$ cat config.mk
export PLATFORM = sky130hd
export DESIGN_NAME = swi_debounce
export DESIGN_NICKNAME = d
export VERILOG_FILES = /design/src/rtl/swi_pkg.sv /design/src/rtl/swi_debounce_bit.sv /design/src/rtl/swi_debounce.sv
export SDC_FILE = /design/constraint.sdc
export NUM_CORES = 1
export LEC_CHECK = 0
export ABC_AREA = 1
export CORE_MARGIN = 2
export CORE_UTILIZATION = 45
export DETAILED_ROUTE_END_ITERATION = 6
export GPL_ROUTABILITY_DRIVEN = 0
export PLACE_DENSITY_LB_ADDON = 0.05
export SLEW_MARGIN = 0
export SYNTH_ARGS = -nofsm -noshare
export SYNTH_HDL_FRONTEND = slang
export SYNTH_SLANG_ARGS = --single-unit
$ cat constraint.sdc
create_clock -name clk_2 -period 1.5 [get_ports clk_2]
set_input_delay 0.3 -clock clk_2 [delete_from_list [all_inputs] [get_ports clk_2]]
set_output_delay 0.3 -clock clk_2 [all_outputs]
set_load 0.005 [all_outputs]
$ cat src/rtl/swi_pkg.sv
// Shared types and constants for the switch debouncer.
// The optional input synchronizer is enabled with SWI_SYNC_EN.
package swi_pkg;

  typedef enum logic {
    DEB_IDLE  = 1'b0,
    DEB_COUNT = 1'b1
  } deb_state_t;

  localparam int                BOUNCE_W   = 8;
  localparam logic [BOUNCE_W-1:0] BOUNCE_MAX = 8'hFF;
  localparam int                NBITS_SWI  = 8;

endpackage

$ cat src/rtl/swi_debounce_bit.sv
// One-bit debouncer: optional 2-flop synchronizer (SWI_SYNC_EN), accept FSM,
// rise/fall pulse registers and a combinational abort flag for the current edge.
module swi_debounce_bit
  import swi_pkg::*;
#(
  parameter int STABLE_CYCLES = 4,
  parameter int CNT_W         = $clog2(STABLE_CYCLES + 1)
) (
  input  logic clk_2,
  input  logic reset,
  input  logic raw,
  output logic stable,
  output logic rise,
  output logic fall,
  output logic abort
);

  localparam logic [CNT_W-1:0] CNT_ONE  = CNT_W'(1);
  localparam logic [CNT_W-1:0] CNT_LAST = CNT_W'(STABLE_CYCLES - 1);

  logic sample;

`ifdef SWI_SYNC_EN
  logic [1:0] sync_reg;

  always_ff @(posedge clk_2) begin
    if (reset) begin
      sync_reg <= 2'b00;
    end else begin
      sync_reg <= {sync_reg[0], raw};
    end
  end

  assign sample = sync_reg[1];
`else
  assign sample = raw;
`endif

  deb_state_t       state_reg, state_next;
  logic [CNT_W-1:0] cnt_reg, cnt_next;
  logic             stable_reg, stable_next;
  logic             rise_reg, rise_next;
  logic             fall_reg, fall_next;
  logic             accept;

  always_ff @(posedge clk_2) begin
    if (reset) begin
      state_reg  <= DEB_IDLE;
      cnt_reg    <= '0;
      stable_reg <= 1'b0;
      rise_reg   <= 1'b0;
      fall_reg   <= 1'b0;
    end else begin
      state_reg  <= state_next;
      cnt_reg    <= cnt_next;
      stable_reg <= stable_next;
      rise_reg   <= rise_next;
      fall_reg   <= fall_next;
    end
  end

  always_comb begin
    state_next  = state_reg;
    cnt_next    = '0;
    stable_next = stable_reg;
    rise_next   = 1'b0;
    fall_next   = 1'b0;
    abort       = 1'b0;
    accept      = 1'b0;

    unique case (state_reg)
      DEB_IDLE: begin
        if (sample != stable_reg) begin
          if (STABLE_CYCLES == 1) begin
            accept = 1'b1;
          end else begin
            state_next = DEB_COUNT;
            cnt_next   = CNT_ONE;
          end
        end
      end
      DEB_COUNT: begin
        if (sample == stable_reg) begin
          // Input fell back before the candidate matured: a bounce.
          abort      = 1'b1;
          state_next = DEB_IDLE;
        end else if (cnt_reg == CNT_LAST) begin
          accept     = 1'b1;
          state_next = DEB_IDLE;
        end else begin
          cnt_next = cnt_reg + CNT_ONE;
        end
      end
      default: begin
        state_next = DEB_IDLE;
      end
    endcase

    if (accept) begin
      stable_next = sample;
      rise_next   = sample;
      fall_next   = ~sample;
    end
  end

  assign stable = stable_reg;
  assign rise   = rise_reg;
  assign fall   = fall_reg;

endmodule

$ cat src/rtl/swi_debounce.sv
// Per-bit switch debouncer array with change pulses and a saturating bounce counter.
// Define SWI_SYNC_EN to place a two-flop synchronizer ahead of each bit's FSM.
module swi_debounce
  import swi_pkg::*;
#(
  parameter int NBITS         = NBITS_SWI,
  parameter int STABLE_CYCLES = 4,
  parameter int CNT_W         = $clog2(STABLE_CYCLES + 1)
) (
  input  logic                clk_2,
  input  logic                reset,
  input  logic [NBITS-1:0]    swi_raw,
  input  logic                bounce_clr,
  output logic [NBITS-1:0]    swi_stable,
  output logic [NBITS-1:0]    swi_rise,
  output logic [NBITS-1:0]    swi_fall,
  output logic                changed,
  output logic [BOUNCE_W-1:0] bounce_cnt
);

  logic [NBITS-1:0]    abort_vec;
  logic [BOUNCE_W-1:0] bounce_reg, bounce_next;

  genvar gi;
  generate
    for (gi = 0; gi < NBITS; gi++) begin : g_bit
      swi_debounce_bit #(
        .STABLE_CYCLES(STABLE_CYCLES),
        .CNT_W        (CNT_W)
      ) u_bit (
        .clk_2 (clk_2),
        .reset (reset),
        .raw   (swi_raw[gi]),
        .stable(swi_stable[gi]),
        .rise  (swi_rise[gi]),
        .fall  (swi_fall[gi]),
        .abort (abort_vec[gi])
      );
    end
  endgenerate

  // Counts edges with any abort, not the number of aborting bits.
  always_comb begin
    bounce_next = bounce_reg;
    if (bounce_clr) begin
      bounce_next = '0;
    end else if ((|abort_vec) && (bounce_reg != BOUNCE_MAX)) begin
      bounce_next = bounce_reg + BOUNCE_W'(1);
    end
  end

  always_ff @(posedge clk_2) begin
    if (reset) begin
      bounce_reg <= '0;
    end else begin
      bounce_reg <= bounce_next;
    end
  end

  assign changed    = (|swi_rise) | (|swi_fall);
  assign bounce_cnt = bounce_reg;

endmodule

**Word-level counts from Yosys, hierarchy flattened**

Index checks and enable logic that the tools add are counted.

- Bits of input ports: 11
- Register bits: 64
- Output and inout port bits: 33
- Logic and storage cells: 217

- Equal/unequal tests: 25
- Muxes and demuxes: 104
- Reduce and logical (&&, ||, !) cells: 13
- Bitwise operators: 25
- Add/sub/neg operators: 9

Operators by type and width:

| kind | count |
|---|---|
| two-way mux 1 bit | 72 |
| two-way mux 3 bit | 16 |
| case mux 3 bit (2 select lines) | 8 |
| adder 3 x 1 -> 3 bit (second input constant) | 8 |
| equality test 3 x 2 -> 1 bit (second input constant) | 8 |
| inverter 1 bit | 24 |
| OR reduction 8 bit | 3 |
| OR reduction 2 bit | 9 |
| case mux 1 bit (2 select lines) | 8 |
| adder 8 x 1 -> 8 bit (second input constant) | 1 |
| equality test 1 bit | 8 |
| != test 1 bit | 8 |
| != test 8 bit (second input constant) | 1 |
| logical AND 1 bit | 1 |
| OR 1 bit | 1 |

**Depth between registers and ports, before layout**

- Depth in word-level cells: 6
- Mapped depth: 11
- Mapped depth without buffers: 10

**Hierarchy**

Synthesis repeated with hierarchy kept, for this count alone.

- Cells, all modules: 422
- Area total of the unflattened synthesis: 2975.4 um^2

Modules (own cells, without submodules):

| module | seq. area each (um^2) | area an instance (um^2) | instances | cells each |
|---|---|---|---|---|
| swi_debounce_bit | 140.1 | 296.5 | 8 | 40 |
| swi_debounce | 160.2 | 603.1 | 1 | 102 |

**Least setup slack after synthesis**

Ideal clock, no wire load.

- Path kind: flip-flop to flip-flop
- From: register bounce_reg[1], in the netlist bounce_cnt[1]
- To: register bounce_reg[5], in the netlist bounce_cnt[5]
- Data arrival time: 1.163 ns
- Cell stages (with the launch flop): 11
- Setup time: 0.114 ns
- Path slack: 0.223 ns
- Required time: 1.386 ns
- Buffers on the path: 0
- Period minus slack after synthesis: 1.277 ns
- Cells stage by stage: dfxtp_1 > ha_1 > inv_1 > nor2_1 > nand3_1 > nand2_1 > inv_1 > nand2_4 > nand2_2 > nand2_1 > nor2_2

- Word-level cells in the longest chain between the ends: 2
- Elaborated cells on any way between the ends: 3
- Those cells by class: add/sub (1); eq/ne (1); reduce/logical (1)

Ends and longest elaborated chain:

| item | line | text |
|---|---|---|
| start, declared | swi_debounce.sv:22 | `logic [BOUNCE_W-1:0] bounce_reg, bounce_next;` |
| start signal, assigned | swi_debounce.sv:56 | `bounce_reg <= bounce_next;` |
| branches (longest 2 deep; another with adder 8 x 1 -> 8 bit) | n/a |  |

Parallel ways; which one is timed is not known.
A chain may end at the register's enable or synchronous reset.

**Worst setup path in the final report**

- From: register g_bit[0].u_bit.fall_reg
- To: output changed

- Word-level cells in the longest chain between the ends: 2

Ends and longest elaborated chain:

| item | line | text |
|---|---|---|
| start, declared | swi_debounce_bit.sv:43 | `logic fall_reg, fall_next;` |
| start signal, assigned | swi_debounce_bit.sv:58 | `fall_reg <= fall_next;` |
| OR reduction 8 bit | swi_debounce.sv:60 | `assign changed = (\|swi_rise) \| (\|swi_fall);` |
| OR 1 bit | swi_debounce.sv:60 |  |
| end, declared | swi_debounce.sv:17 | `output logic changed,` |

Every way passes these cells.

==> impl_metrics.csv <==
group,metric,value,unit
yosys,synth_cell_type_count,26,
timing,tightest_slew,280.6,ps
clock_tree,cts_buffers,9,
timing,slew_headroom,81.12,%
die,rows,28,
yosys,synth-seq-cells,64,
yosys,synth.avg_cell_area,7.763,µm²
die,fp.dieW,83.57,µm
timing,setup_slack,-57.91,ps
yosys,ys_seq_area_share,44.97,%
yosys,yosysTopAreaCellShare,44.97,%
hold_path,hold_path_class,"input pin to flop",
yosys,syn_area,0.002849,mm²
timing,hold_violations,0,
die,num_io_pins,44,
power_and_ir_drop,p_switching,0.8040,mW
clock_tree,cts.path.max_buffers,2,
placed_design,postPlaceCellArea,0.003333,mm²
timing,fmax,0.6419,GHz
global_route,grt_pass1_wl,9273,µm
yosys,synth_adder_area_share,7.466,%
yosys,yosys.area_share.simple,28.06,%
worst_setup_path,reg2regPathDepth,10,
outcome,outcome,"complete, but fails checks",
yosys,yosys_warnings,0,
die,die_y,83.57,µm
yosys,synth-compound-area-share,5.051,%
cells_and_area,area_growth,30.26,%
route,drtAntennaViolNets,0,
timing,skew,10.25,ps
clock_tree,htreeDepth,3,
global_route,grt_usage,16.40,%
clock_tree,clk_latency,330,ps
power_and_ir_drop,vdd_ir_drop_max,0.6357,mV
worst_setup_path,start_kind,"flop",
timing,finalSetupViolations,1,
power_and_ir_drop,power_frac_clock,44.6,%
die,dieArea,0.006984,mm²
cells_and_area,layout_commonest_cell,"nand2_1",
timing,rsz0062_at_grt,"true",
clock_tree,clock-sinks,64,
outcome,violations,"setup timing",
power_and_ir_drop,p_sw_share,21.88,%
power_and_ir_drop,power.density,990.0,mW/mm²
global_route,grt_max_degree,13,
worst_setup_path,cp-end-kind,"output port",
cells_and_area,largest_register_ffs,24,
worst_setup_path,reg2reg_slack,130,ps
hold_path,whs_path_depth,3,
global_route,grt_pass1_vias,2161,
route,dr.pass1.iters,4,
cells_and_area,layout-drive-gt1-share,24.01,%
worst_setup_path,worstPathRequired,1200,ps
yosys,synth_top_area_cell,"dfxtp_1",
cells_and_area,stdcell_area,0.003711,mm²
yosys,synthMuxAreaShare,0,%
route,wl_per_cell,10.70,µm
power_and_ir_drop,p_int,2.870,mW
timing,slew_viol_final,0,
route,drt_iter0_drc,87,
cells_and_area,diodes,0,
timing,period_share,103.9,%
worst_setup_path,crit_type,"flop to output port",
cells_and_area,nets,453,
power_and_ir_drop,p_leak,1.891,nW
clock_tree,cts_tree,"yes",
yosys,synth_top_family_by_area,"simple AND/OR/NAND/NOR gates",
route,drc,0,
global_route,antenna_found_initial,0,
worst_setup_path,critPathArrivalTime,1260,ps
timing,finalCriticalPeriod,1558,ps
clock_tree,path_clk_slew,70,ps
yosys,synth_xor_area_share,0,%
route,vias,2313,
timing,whs,298.0,ps
die,start_util,47.28,%
worst_setup_path,path_max_fanout,2,
power_and_ir_drop,combPwrFrac,7.4,%
run,drv_cap,0,
route,routed_wl,5393,µm
yosys,syn_nets,395,
yosys,synth_area_leaders,"dfxtp_1 (45%), nand2_1 (9.4%), nor2_1 (7.6%)",
yosys,syn-instance-count,367,
global_route,grt.overflow.total,0,
placed_design,place_hpwl,3885,µm
clock_tree,clockRootBuffer,"clkbuf_8",
cells_and_area,final_cell_mix,"nand2_1 (69), nor2_1 (58), inv_1 (48)",
power_and_ir_drop,p_seq_share,47.9,%
die,design.core.area,0.006026,mm²
route,viasPerCell,4.589,
placed_design,port_buffers,43,
[worst paths after layout]
kind                        startpoint                   endpoint
min reg2reg  g_bit[0].u_bit.cnt_reg[0]  g_bit[0].u_bit.cnt_reg[0]
min                         swi_raw[6]        g_bit[6].u_bit.rise
max reg2reg              bounce_cnt[0]              bounce_cnt[5]
max                g_bit[0].u_bit.fall                    changed
[worst max-delay path, cell delays in order (launching register included)]
cell and delay, ps:
dfxtp_2 340, nor4_2 230, buf_4 140, nand4_1 80
buf_2 140
[stage by stage]
| step | TNS [ps] | util, % | power [mW] | worst slack, ps | instances |
|---|---|---|---|---|---|
| finish | -57.91 | 61.59 | 3.674 | -57.91 | 504 |
| global route | -195.0 | 61.59 | 3.835 | -195.0 | 504 |
| CTS | -134.4 | 60.36 | 3.703 | -88.17 | 503 |
| detailed placement | -2462 | 55.32 | 2.055 | -336.2 | 479 |
| global placement | -2341 | 55.32 | 2.051 | -318.7 | 479 |
| floorplan | 0 | - | 1.953 | 223.2 | 367 |
[cells in the mapped netlist, drive strengths merged]
library cell	number
nor4	5
o21ai	7
o31ai	1
o22ai	6
a31o	1
a211oi	4
nor3	3
a21oi	5
clkbuf	1
and2	1
or3b	1
dfxtp	64
inv	55
nand4	9
nor2	62
ha	17
buf	27
nand2	81
nand3	17
[power groups by stage]
stage | clock network [mW] | registers [mW] | logic [mW]
floorplan | 0 | 1.80 | 0.154
global placement | 0 | 1.80 | 0.248
detailed placement | 0 | 1.80 | 0.251
CTS | 1.69 | 1.76 | 0.255
global route | 1.76 | 1.77 | 0.311
finish | 1.64 | 1.76 | 0.273
[metal layers]
layer | track usage (%) | vias up | wire length (µm)
met3 | 5.143 | 6 | 272
met4 | 6.452 | 0 | 50
met5 | 0 | - | 0
met1 | 20.50 | 1004 | 2658
li1 | - | 1260 | -
met2 | 26.33 | 43 | 2413
[logic make-up after synthesis]
family	Yosys count
adders and majority gates	17
DFF	64
and+or+nand+nor	179
AOI/OAI and AO/OA	24
buffers and inverters	83
[layout make-up]
type	instances	area, µm²
multi-input cells	221	1204
clock inverters	3	65.06
well taps	75	93.84
clock buffers	12	155.1
fillers	568	2315
flip-flops and latches	64	1319
inverters	55	206.4
repair buffers	74	668.1
[what timing repair did]
action	CTS	global route
pin swaps	1	2
gates cloned	0	1
setup buffers	9	0
endpoints found under the setup margin	26	21
gates resized for setup	43	23
hold buffers	0	0
Note: power is estimated with default switching activity, not from simulation.
